<file path="config.mk">
export PLATFORM = sky130hd
export DESIGN_NAME = match_controller_flat
export DESIGN_NICKNAME = d
export VERILOG_FILES = /design/src/rtl/match_controller_if.sv /design/src/rtl/match_controller.sv /design/src/flat_wrapper.sv
export SDC_FILE = /design/constraint.sdc
export NUM_CORES = 1
export LEC_CHECK = 0
export ABC_CLOCK_PERIOD_IN_PS = 2740
export CAP_MARGIN = 20
export CORE_UTILIZATION = 55
export CTS_BUF_LIST = sky130_fd_sc_hd__clkbuf_4
export DETAILED_ROUTE_END_ITERATION = 16
export PLACE_DENSITY = 0.81
export SLEW_MARGIN = 20
export SYNTH_ARGS = -nofsm -noshare
export SYNTH_HDL_FRONTEND = slang
export SYNTH_SLANG_ARGS = --single-unit
</file>
<file path="constraint.sdc">
create_clock -name frame_clk -period 2.74 [get_ports frame_clk]
set_input_delay 0.411 -clock frame_clk [delete_from_list [all_inputs] [get_ports frame_clk]]
set_output_delay 0.411 -clock frame_clk [all_outputs]
set_load 0.05 [all_outputs]
</file>
<file path="src/rtl/match_controller_if.sv">
// match_controller_if: match-flow bus between the match sequencer and its users.
//   start_btn  - start key level (driven by master)
//   goal_p1/2  - per-frame goal detections (driven by master)
//   game_state, goal_reset, freeze, score_p1/2, time_left, countdown, winner
//              - sequencer outputs (driven by slave)
// master: the side that drives keys/goals and reads the match status.
// slave:  the match_controller itself.
interface match_controller_if;
  logic       start_btn;
  logic       goal_p1;
  logic       goal_p2;
  logic [2:0] game_state;
  logic       goal_reset;
  logic       freeze;
  logic [3:0] score_p1;
  logic [3:0] score_p2;
  logic [6:0] time_left;
  logic [7:0] countdown;
  logic [1:0] winner;

  modport master (
    output start_btn, goal_p1, goal_p2,
    input  game_state, goal_reset, freeze, score_p1, score_p2, time_left, countdown, winner
  );

  modport slave (
    input  start_btn, goal_p1, goal_p2,
    output game_state, goal_reset, freeze, score_p1, score_p2, time_left, countdown, winner
  );
endinterface

</file>
<file path="src/rtl/match_controller.sv">
// match_controller: head-soccer match sequencer (IDLE -> KICKOFF -> PLAY <-> GOAL -> OVER).
// Owns scores, match clock, kickoff/goal countdowns and the winner decision.
// Ports:
//   frame_clk - frame clock, only clock of the block
//   Reset     - synchronous, active-high reset
//   io_bus    - match_controller_if.slave; inputs start_btn/goal_p1/goal_p2,
//               registered outputs game_state, goal_reset, freeze, score_p1/2,
//               time_left, countdown, winner
module match_controller #(
  parameter int unsigned FRAMES_PER_SEC   = 60,
  parameter int unsigned MATCH_SECONDS    = 90,
  parameter int unsigned KICKOFF_FRAMES   = 90,
  parameter int unsigned GOAL_HOLD_FRAMES = 120,
  parameter int unsigned WIN_SCORE        = 7
) (
  input logic               frame_clk,
  input logic               Reset,
  match_controller_if.slave io_bus
);

  typedef enum logic [2:0] {
    StIdle    = 3'd0,
    StKickoff = 3'd1,
    StPlay    = 3'd2,
    StGoal    = 3'd3,
    StOver    = 3'd4
  } state_e;

  localparam int unsigned PW = $clog2(FRAMES_PER_SEC + 1);

  state_e          r_state;
  logic            r_goal_reset;
  logic            r_freeze;
  logic [3:0]      r_score_p1;
  logic [3:0]      r_score_p2;
  logic [6:0]      r_time_left;
  logic [7:0]      r_countdown;
  logic [1:0]      r_winner;
  logic [PW-1:0]   r_presc;
  logic            r_start_q;

  logic            w_start_edge;
  logic            w_goal_p1;
  logic            w_goal_p2;
  logic            w_wrap;
  logic            w_expire;
  logic            w_win_reached;
  logic [3:0]      w_score_p1_inc;
  logic [3:0]      w_score_p2_inc;
  logic [6:0]      w_time_dec;
  logic [1:0]      w_winner_now;

  assign w_start_edge   = io_bus.start_btn & ~r_start_q;
  // A goal is valid only when exactly one side reports it.
  assign w_goal_p1      = io_bus.goal_p1 & ~io_bus.goal_p2;
  assign w_goal_p2      = io_bus.goal_p2 & ~io_bus.goal_p1;
  assign w_wrap         = (r_presc == PW'(FRAMES_PER_SEC - 1));
  assign w_expire       = w_wrap && (r_time_left == 7'd1);
  assign w_win_reached  = (r_score_p1 == 4'(WIN_SCORE)) || (r_score_p2 == 4'(WIN_SCORE));
  assign w_score_p1_inc = (r_score_p1 == 4'd15) ? 4'd15 : r_score_p1 + 4'd1;
  assign w_score_p2_inc = (r_score_p2 == 4'd15) ? 4'd15 : r_score_p2 + 4'd1;
  assign w_time_dec     = (r_time_left == 7'd0) ? 7'd0 : r_time_left - 7'd1;

  always_comb begin
    w_winner_now = 2'b11;
    if (r_score_p1 > r_score_p2)      w_winner_now = 2'b01;
    else if (r_score_p2 > r_score_p1) w_winner_now = 2'b10;
  end

  // The start delay flop keeps sampling through Reset so a key held across
  // reset does not look like a fresh press when reset releases.
  always_ff @(posedge frame_clk) begin
    r_start_q <= io_bus.start_btn;
  end

  always_ff @(posedge frame_clk) begin
    if (Reset) begin
      r_state      <= StIdle;
      r_goal_reset <= 1'b0;
      r_freeze     <= 1'b1;
      r_score_p1   <= 4'd0;
      r_score_p2   <= 4'd0;
      r_time_left  <= 7'(MATCH_SECONDS);
      r_countdown  <= 8'd0;
      r_winner     <= 2'b00;
      r_presc      <= '0;
    end else begin
      r_goal_reset <= 1'b0;
      case (r_state)
        StIdle: begin
          r_freeze    <= 1'b1;
          r_countdown <= 8'd0;
          if (w_start_edge) begin
            r_score_p1   <= 4'd0;
            r_score_p2   <= 4'd0;
            r_time_left  <= 7'(MATCH_SECONDS);
            r_presc      <= '0;
            r_winner     <= 2'b00;
            r_countdown  <= 8'(KICKOFF_FRAMES - 1);
            r_goal_reset <= 1'b1;
            r_state      <= StKickoff;
          end
        end

        StKickoff: begin
          if (r_countdown == 8'd0) begin
            r_state  <= StPlay;
            r_freeze <= 1'b0;
          end else begin
            r_countdown <= r_countdown - 8'd1;
          end
        end

        StPlay: begin
          r_presc <= w_wrap ? '0 : r_presc + PW'(1);
          if (w_wrap) r_time_left <= w_time_dec;
          // A goal on the expiry frame takes precedence over full time.
          if (w_goal_p1 || w_goal_p2) begin
            if (w_goal_p1) r_score_p1 <= w_score_p1_inc;
            else           r_score_p2 <= w_score_p2_inc;
            r_countdown <= 8'(GOAL_HOLD_FRAMES - 1);
            r_freeze    <= 1'b1;
            r_state     <= StGoal;
          end else if (w_expire) begin
            r_winner <= w_winner_now;
            r_freeze <= 1'b1;
            r_state  <= StOver;
          end
        end

        StGoal: begin
          if (r_countdown != 8'd0) begin
            r_countdown <= r_countdown - 8'd1;
          end else if (w_win_reached || (r_time_left == 7'd0)) begin
            r_winner <= w_winner_now;
            r_state  <= StOver;
          end else begin
            r_countdown  <= 8'(KICKOFF_FRAMES - 1);
            r_goal_reset <= 1'b1;
            r_state      <= StKickoff;
          end
        end

        StOver: begin
          r_freeze    <= 1'b1;
          r_countdown <= 8'd0;
          if (w_start_edge) r_state <= StIdle;
        end

        default: begin
          r_state     <= StIdle;
          r_freeze    <= 1'b1;
          r_countdown <= 8'd0;
        end
      endcase
    end
  end

  assign io_bus.game_state = r_state;
  assign io_bus.goal_reset = r_goal_reset;
  assign io_bus.freeze     = r_freeze;
  assign io_bus.score_p1   = r_score_p1;
  assign io_bus.score_p2   = r_score_p2;
  assign io_bus.time_left  = r_time_left;
  assign io_bus.countdown  = r_countdown;
  assign io_bus.winner     = r_winner;

endmodule
</file>
<file path="src/flat_wrapper.sv">
// flat-port wrapper written by rule: the top's interface ports become plain ports
module match_controller_flat 
#(
  parameter int unsigned FRAMES_PER_SEC   = 60,
  parameter int unsigned MATCH_SECONDS    = 90,
  parameter int unsigned KICKOFF_FRAMES   = 90,
  parameter int unsigned GOAL_HOLD_FRAMES = 120,
  parameter int unsigned WIN_SCORE        = 7
)
  (frame_clk, Reset, io_bus_start_btn, io_bus_goal_p1, io_bus_goal_p2, io_bus_game_state, io_bus_goal_reset, io_bus_freeze, io_bus_score_p1, io_bus_score_p2, io_bus_time_left, io_bus_countdown, io_bus_winner);
  match_controller_if io_bus_i ();
  input logic frame_clk;
  input logic Reset;
  input wire logic [$bits(io_bus_i.start_btn)-1:0] io_bus_start_btn;
  input wire logic [$bits(io_bus_i.goal_p1)-1:0] io_bus_goal_p1;
  input wire logic [$bits(io_bus_i.goal_p2)-1:0] io_bus_goal_p2;
  output wire logic [$bits(io_bus_i.game_state)-1:0] io_bus_game_state;
  output wire logic [$bits(io_bus_i.goal_reset)-1:0] io_bus_goal_reset;
  output wire logic [$bits(io_bus_i.freeze)-1:0] io_bus_freeze;
  output wire logic [$bits(io_bus_i.score_p1)-1:0] io_bus_score_p1;
  output wire logic [$bits(io_bus_i.score_p2)-1:0] io_bus_score_p2;
  output wire logic [$bits(io_bus_i.time_left)-1:0] io_bus_time_left;
  output wire logic [$bits(io_bus_i.countdown)-1:0] io_bus_countdown;
  output wire logic [$bits(io_bus_i.winner)-1:0] io_bus_winner;
  assign io_bus_i.start_btn = io_bus_start_btn;
  assign io_bus_i.goal_p1 = io_bus_goal_p1;
  assign io_bus_i.goal_p2 = io_bus_goal_p2;
  assign io_bus_game_state = io_bus_i.game_state;
  assign io_bus_goal_reset = io_bus_i.goal_reset;
  assign io_bus_freeze = io_bus_i.freeze;
  assign io_bus_score_p1 = io_bus_i.score_p1;
  assign io_bus_score_p2 = io_bus_i.score_p2;
  assign io_bus_time_left = io_bus_i.time_left;
  assign io_bus_countdown = io_bus_i.countdown;
  assign io_bus_winner = io_bus_i.winner;
  match_controller #(.FRAMES_PER_SEC(FRAMES_PER_SEC), .MATCH_SECONDS(MATCH_SECONDS), .KICKOFF_FRAMES(KICKOFF_FRAMES), .GOAL_HOLD_FRAMES(GOAL_HOLD_FRAMES), .WIN_SCORE(WIN_SCORE)) u_core (.frame_clk(frame_clk), .Reset(Reset), .io_bus(io_bus_i));
endmodule
</file>
==> flow_summary.toml, run 1 <==
[setup_path]
cp_max_fo = 12
cp.depth = 1
cp.buffers_inverters = 1
r2r-start = "u_core.io_bus.time_left[0]"
cp-start-kind = "register"
startpoint = "u_core.io_bus.game_state[0]"
worstPathRequired_ps = 2330
r2r_cells = 6
critPathMaxStageDelay_ps = 900
crit_chain = "clkdlybuf4s50_1"
crit_path_end_kind = "output pin"
r2r-end = "u_core.io_bus.countdown[6]"
arrival_ps = 1870
critPathKind = "reg -> out"
cp_top_family = "buffers and inverters"
crit_slowest_cell = "clkdlybuf4s50_1"
rrSetupSlack_ps = 680

[clock_network]
cts.sinks = 37
htreeDepth = 2
cts_tree = "built"
clkTransAtPathRegs_ps = 110
cts_resized = 0
cts_buffers = 5
ctsHoldBuffers = 0
cts_buffer_depth = 2
post_cts_buffers = 0
root_buffer = "clkbuf_4"
clock_latency_ps = 350

[global_routing]
grt_pass1_wl_mm = 8.93
grt_pass1_vias = 1941
grt.overflow.total = 0
antenna_found_initial = 0
grt_max_degree = 33
track_usage = 0.269

[final_layout]
synthToLayoutAreaGrowth_pct = 17.7
final_cells = 350
nets = 319
n_antenna_cell = 0
drive_above_1_share = 0.0894

[sta]
worst_pin_slew_ps = 674
timing.final.crit_share = 0.832
setup_tns_ps = 0
clock_skew_ps = 6.38
hold_viol = 0
finalMaxSlewViolations = 0
timing.fmax_mhz = 439
rsz0062_at_grt = "no"
period_needed_ps = 2280
max_slew_margin = 0.546
finalSetupViolCount = 0

[worst_hold_path]
min_from = "u_core.io_bus.winner[1]"
holdPathStages = 2
hold_end = "u_core.io_bus.winner[1]"
hold_path_class = "reg -> reg"

[floorplanning]
initial_core_util = 0.597
core_sq_um = 3800
die_x_um = 66.2
boundaryPins = 35
die_h_um = 66.2
die_area_sq_um = 4390
rows = 22

[synth]
synth_ff_type = "dfxtp_1"
ys_seq_elements = 37
ys_types = 61
avgSynthCellArea_sq_um = 8.43
yosysWarnings = 0
syn-num-nets = 287
synth-edff-count = 0
netlist_area_sq_um = 2270
ys_seq_area_frac = 0.327
async_flop_share = 0
syn_inst = 269

[drt]
vias_per_cell = 6.09
wl_per_cell_um = 14.9
wl_mm = 5.23
first_pass_iters = 4
route.detailed.drc = 0
drtAntennaViolNets = 0
dr.first_iter.drc_count = 186
vias = 2131

[run_status]
status = "complete, no violations"

[flow_run]
drv_cap = 0

[pwr]
p_per_area_nw_per_um2 = 855
leakagePower_nw = 0.963
ir_worst_vdd_mv = 0.401
total_power_mw = 2.28

[place]
dp.cells = 342
port-buffer-count = 34
place.gp.congestion = 0.895
dp_hpwl_mm = 3.70
-- area by class of cell --
| class | instances | area [sq um] |
|---|---|---|
| Tap cell | 48 | 60.1 |
| Fill cell | 336 | 1130 |
| Clock buffer | 5 | 37.5 |
| Inverter | 15 | 56.3 |
| Multi-Input combinational cell | 205 | 1400 |
| Timing Repair Buffer | 37 | 363 |
| Sequential cell | 37 | 741 |
| Clock inverter | 3 | 12.5 |
-- synth_stat cells, types with 3 or more instances --
library cell | number | share of area
nor3_1 | 8 | 0.018
nand3b_1 | 4 | 0.013
a21oi_1 | 28 | 0.062
nand2b_1 | 7 | 0.019
ha_1 | 13 | 0.072
mux2i_1 | 4 | 0.018
a311oi_1 | 3 | 0.012
nor4_1 | 4 | 0.011
nor2b_1 | 4 | 0.011
a211oi_2 | 3 | 0.017
inv_1 | 15 | 0.025
dfxtp_1 | 37 | 0.33
nor2_1 | 25 | 0.041
nand3_1 | 13 | 0.029
clkbuf_1 | 4 | 0.0066
o21a_1 | 4 | 0.013
o21ai_0 | 15 | 0.033
nor4b_1 | 3 | 0.012
and3b_1 | 3 | 0.012
nand2_1 | 17 | 0.028
-- logic make-up after synthesis --
| group | after synthesis | synth area share |
|---|---|---|
| multiplexers | 4 | 0.0177 |
| AND/OR/NAND/NOR | 105 | 0.264 |
| XOR/XNOR | 1 | 0.00386 |
| flip-flops | 37 | 0.327 |
| adder cells (fa/ha/maj) | 13 | 0.0717 |
| buffers and inverters | 27 | 0.0563 |
| AO/OA/AOI/OAI | 82 | 0.260 |
-- where the power goes --
part           switching [mW]  total, mW  internal [mW]
combinational           0.809       1.26          0.453
sequential              0.124      0.744          0.621
clock                   0.184      0.277         0.0928
total                    1.12       2.28           1.17
-- per-stage QoR --
stage / utilization / instance area, sq um / setup WS (ps) / hold slack, ps
floorplan: - / 2270 / 527 / 439
global placement: 0.690 / 2620 / 495 / 460
detailed placement: 0.690 / 2620 / 462 / 469
CTS: 0.703 / 2670 / 454 / 484
global route: 0.703 / 2670 / 362 / 508
finish: 0.703 / 2670 / 460 / 480
-- per-layer routing --
layer	track usage	routed length (um)	share of wire	vias to the layer above
met2	0.440	2430	0.46	57
met3	0.0672	237	0.045	9
met4	0.0984	78	0.015	0
met5	0	0	0	-
met1	0.338	2490	0.48	997
li1	-	-	-	1068
-- layout by cell type, fill, tap and decap left out, types with 4 or more instances in the layout --
master,count
clkbuf_4,5
dfxtp_1,37
nand2_1,17
nand2b_1,7
o21a_1,4
a21oi_1,28
nor3_1,8
nand3_1,13
ha_1,13
nand3b_1,4
nor4_1,4
clkdlybuf4s50_1,34
inv_1,15
nor2b_1,4
nor2_1,25
mux2i_1,4
o21ai_0,15
-- state kept, by name (all words and copies together) (netlist names) --
register and count:
u_core.io_bus.countdown 8, u_core.io_bus.winner 2, u_core.io_bus.goal_reset 1, u_core.io_bus.game_state 3, u_core.io_bus.time_left 7, u_core.io_bus.freeze 1, u_core.io_bus.score_p1 4, u_core.r_start_q 1
u_core.r_presc 6, u_core.io_bus.score_p2 4
-- worst max-delay path by stage --
stage                                       endpoint
after detailed placement  u_core.io_bus.countdown[1]
after floorplan           u_core.io_bus.countdown[6]
final                           io_bus_game_state[0]
after CTS                       io_bus_game_state[2]
after global placement    u_core.io_bus.countdown[1]
after global routing            io_bus_game_state[2]
Power figures use the tool's default switching activity.
==> inputs of run 2 (changes only) <==
--- a/config.mk
+++ b/config.mk
@@ -5,12 +5,12 @@
 export SDC_FILE = /design/constraint.sdc
 export NUM_CORES = 1
 export LEC_CHECK = 0
-export ABC_CLOCK_PERIOD_IN_PS = 2740
+export ABC_CLOCK_PERIOD_IN_PS = 1800
 export CAP_MARGIN = 20
-export CORE_UTILIZATION = 55
+export CORE_UTILIZATION = 50
 export CTS_BUF_LIST = sky130_fd_sc_hd__clkbuf_4
 export DETAILED_ROUTE_END_ITERATION = 16
-export PLACE_DENSITY = 0.81
+export PLACE_DENSITY = 0.78
 export SLEW_MARGIN = 20
 export SYNTH_ARGS = -nofsm -noshare
 export SYNTH_HDL_FRONTEND = slang
==> constraint.sdc (replaced) <==
create_clock -name frame_clk -period 1.8 [get_ports frame_clk]
set_input_delay 0.27 -clock frame_clk [delete_from_list [all_inputs] [get_ports frame_clk]]
set_output_delay 0.27 -clock frame_clk [all_outputs]
set_load 0.05 [all_outputs]
==> flow_summary.toml, run 2 (same netlist as run 1, synthesis figures left out) <==
[sta]
clock_skew_ps = 20.5
fin_hold_ws_ps = 391
rsz0062_at_grt = "yes"
timing.final.crit_share = 1.02
setup_tns_ps = -53.9
finalSetupViolCount = 3
max_slew_margin = 0.659
hold_viol = 0
finalMaxSlewViolations = 0
setup_ws_ps = -28.3
worst_pin_slew_ps = 506
timing.fmax_mhz = 547
period_needed_ps = 1830

[place]
placed_cell_area_sq_um = 2860
place.gp.congestion = 0.857
dp.cells = 377
place_ws_ps = -334
dp_hpwl_mm = 4.25
port-buffer-count = 34

[clock_network]
root_buffer = "clkbuf_4"
cts_tree = "built"
clock_latency_ps = 350
cts_buffers = 5
clkTransAtPathRegs_ps = 120
cts.sinks = 37
htreeDepth = 2
cts_buffer_depth = 2

[final_layout]
drive_above_1_share = 0.400
final_cell_area_sq_um = 3250
synthToLayoutAreaGrowth_pct = 43.2
nets = 362
largest_reg_flops = 8
final_cells = 397
layout_commonest_cell = "buf_4"
finalCoreUtilization = 0.746
n_antenna_cell = 0
final_cell_mix = "buf_4 (62), a21oi_1 (25), nor2_1 (24)"

[global_routing]
grt_pass1_vias = 2207
grt_max_degree = 33
grt_busiest_layer = "met2"
grt_use_met1 = 0.352
grt_pass1_wl_mm = 10.4
track_usage = 0.265
grt.overflow.total = 0
antenna_found_initial = 0
use_met3 = 0.0494
use_met2 = 0.428

[drt]
wl_mm = 6.67
vias = 2398
route.detailed.drc = 0
drtAntennaViolNets = 0
vias_per_cell = 6.04
wl_per_cell_um = 16.8
first_pass_iters = 4
dr.first_iter.drc_count = 242

[pwr]
leakagePower_nw = 1.31
switchingPower_mw = 2.09
p_comb_frac = 0.636
ir_worst_vdd_mv = 0.624
swShare = 0.470
total_power_mw = 4.46
p_int_mw = 2.36
p_per_area_nw_per_um2 = 1370
seqPwrFrac = 0.257
clkPwrFrac = 0.107

[floorplanning]
die_x_um = 69.4
initial_core_util = 0.521
boundaryPins = 35
rows = 24
core_sq_um = 4350
die_h_um = 69.4
die_area_sq_um = 4810

[run_status]
status = "finished with violations"
violations = "negative setup slack"

[flow_run]
drv_cap = 0

[setup_path]
arrival_ps = 2080
critPathKind = "reg -> reg"
worstPathRequired_ps = 2060
crit_path_end_kind = "register"
cp_max_fo = 6
cp-start-kind = "register"

[worst_hold_path]
hold_path_class = "in -> reg"
-- run 2: cell types whose count changed in the layout (fill, tap and decap cells not counted), moves of 6 or more --
cell / previous run / this run
buf_4: 3 / 62
clkdlybuf4s50_1: 34 / 5
dfxtp_1: 37 / 20
dfxtp_4: 0 / 9
dfxtp_2: 0 / 8
o21ai_0: 15 / 9
-- run 2: worst paths after layout --
| path | start | cells past startpoint | slack (ps) | to |
|---|---|---|---|---|
| worst max-delay path | u_core.io_bus.countdown[1] | 8 | -30 | u_core.io_bus.countdown[5] |
| worst min-delay path | io_bus_start_btn | 1 | 390 | u_core.r_start_q |
| worst max register to register | u_core.io_bus.countdown[1] | 8 | -30 | u_core.io_bus.countdown[5] |
| worst min register to register | u_core.io_bus.freeze | 1 | 510 | u_core.io_bus.freeze |
-- run 2: what timing repair did --
item,4_1_cts,5_1_grt
gates cloned,1,0
pin swaps,2,11
gates resized for setup,17,43
buffers inserted,4,7
hold buffers,0,0
setup endpoints to repair,18,23
-- run 2: power by group through the flow --
stage	Combinational, mW	Clock [mW]	Sequential [mW]
floorplan	1.15	0	1.48
global placement	2.27	0	1.13
detailed placement	2.31	0	1.13
CTS	2.44	0.484	1.12
global route	3.02	0.522	1.17
finish	2.84	0.476	1.15
-- run 2: layer usage --
metal	vias to the layer above	routed length (um)
met5	-	0
met1	1154	2940
met4	0	110
met3	13	302
li1	1150	-
met2	81	3320
-- run 2: critical path, stage by stage, from the launching register on --
cell     delay (ps)
dfxtp_4         370
inv_4            60
ha_4            120
or4b_4          490
o31ai_4         260
buf_6           160
a21oi_1          40
o21ai_1         140
a21oi_1          90
-- run 2: layout make-up --
cell class | instances | area [sq um]
repair buffers | 79 | 651
well taps | 52 | 65.1
fillers | 335 | 1100
multi-input cells | 206 | 1630
clock buffers | 8 | 60.1
inverters | 15 | 61.3
flip-flops and latches | 37 | 785
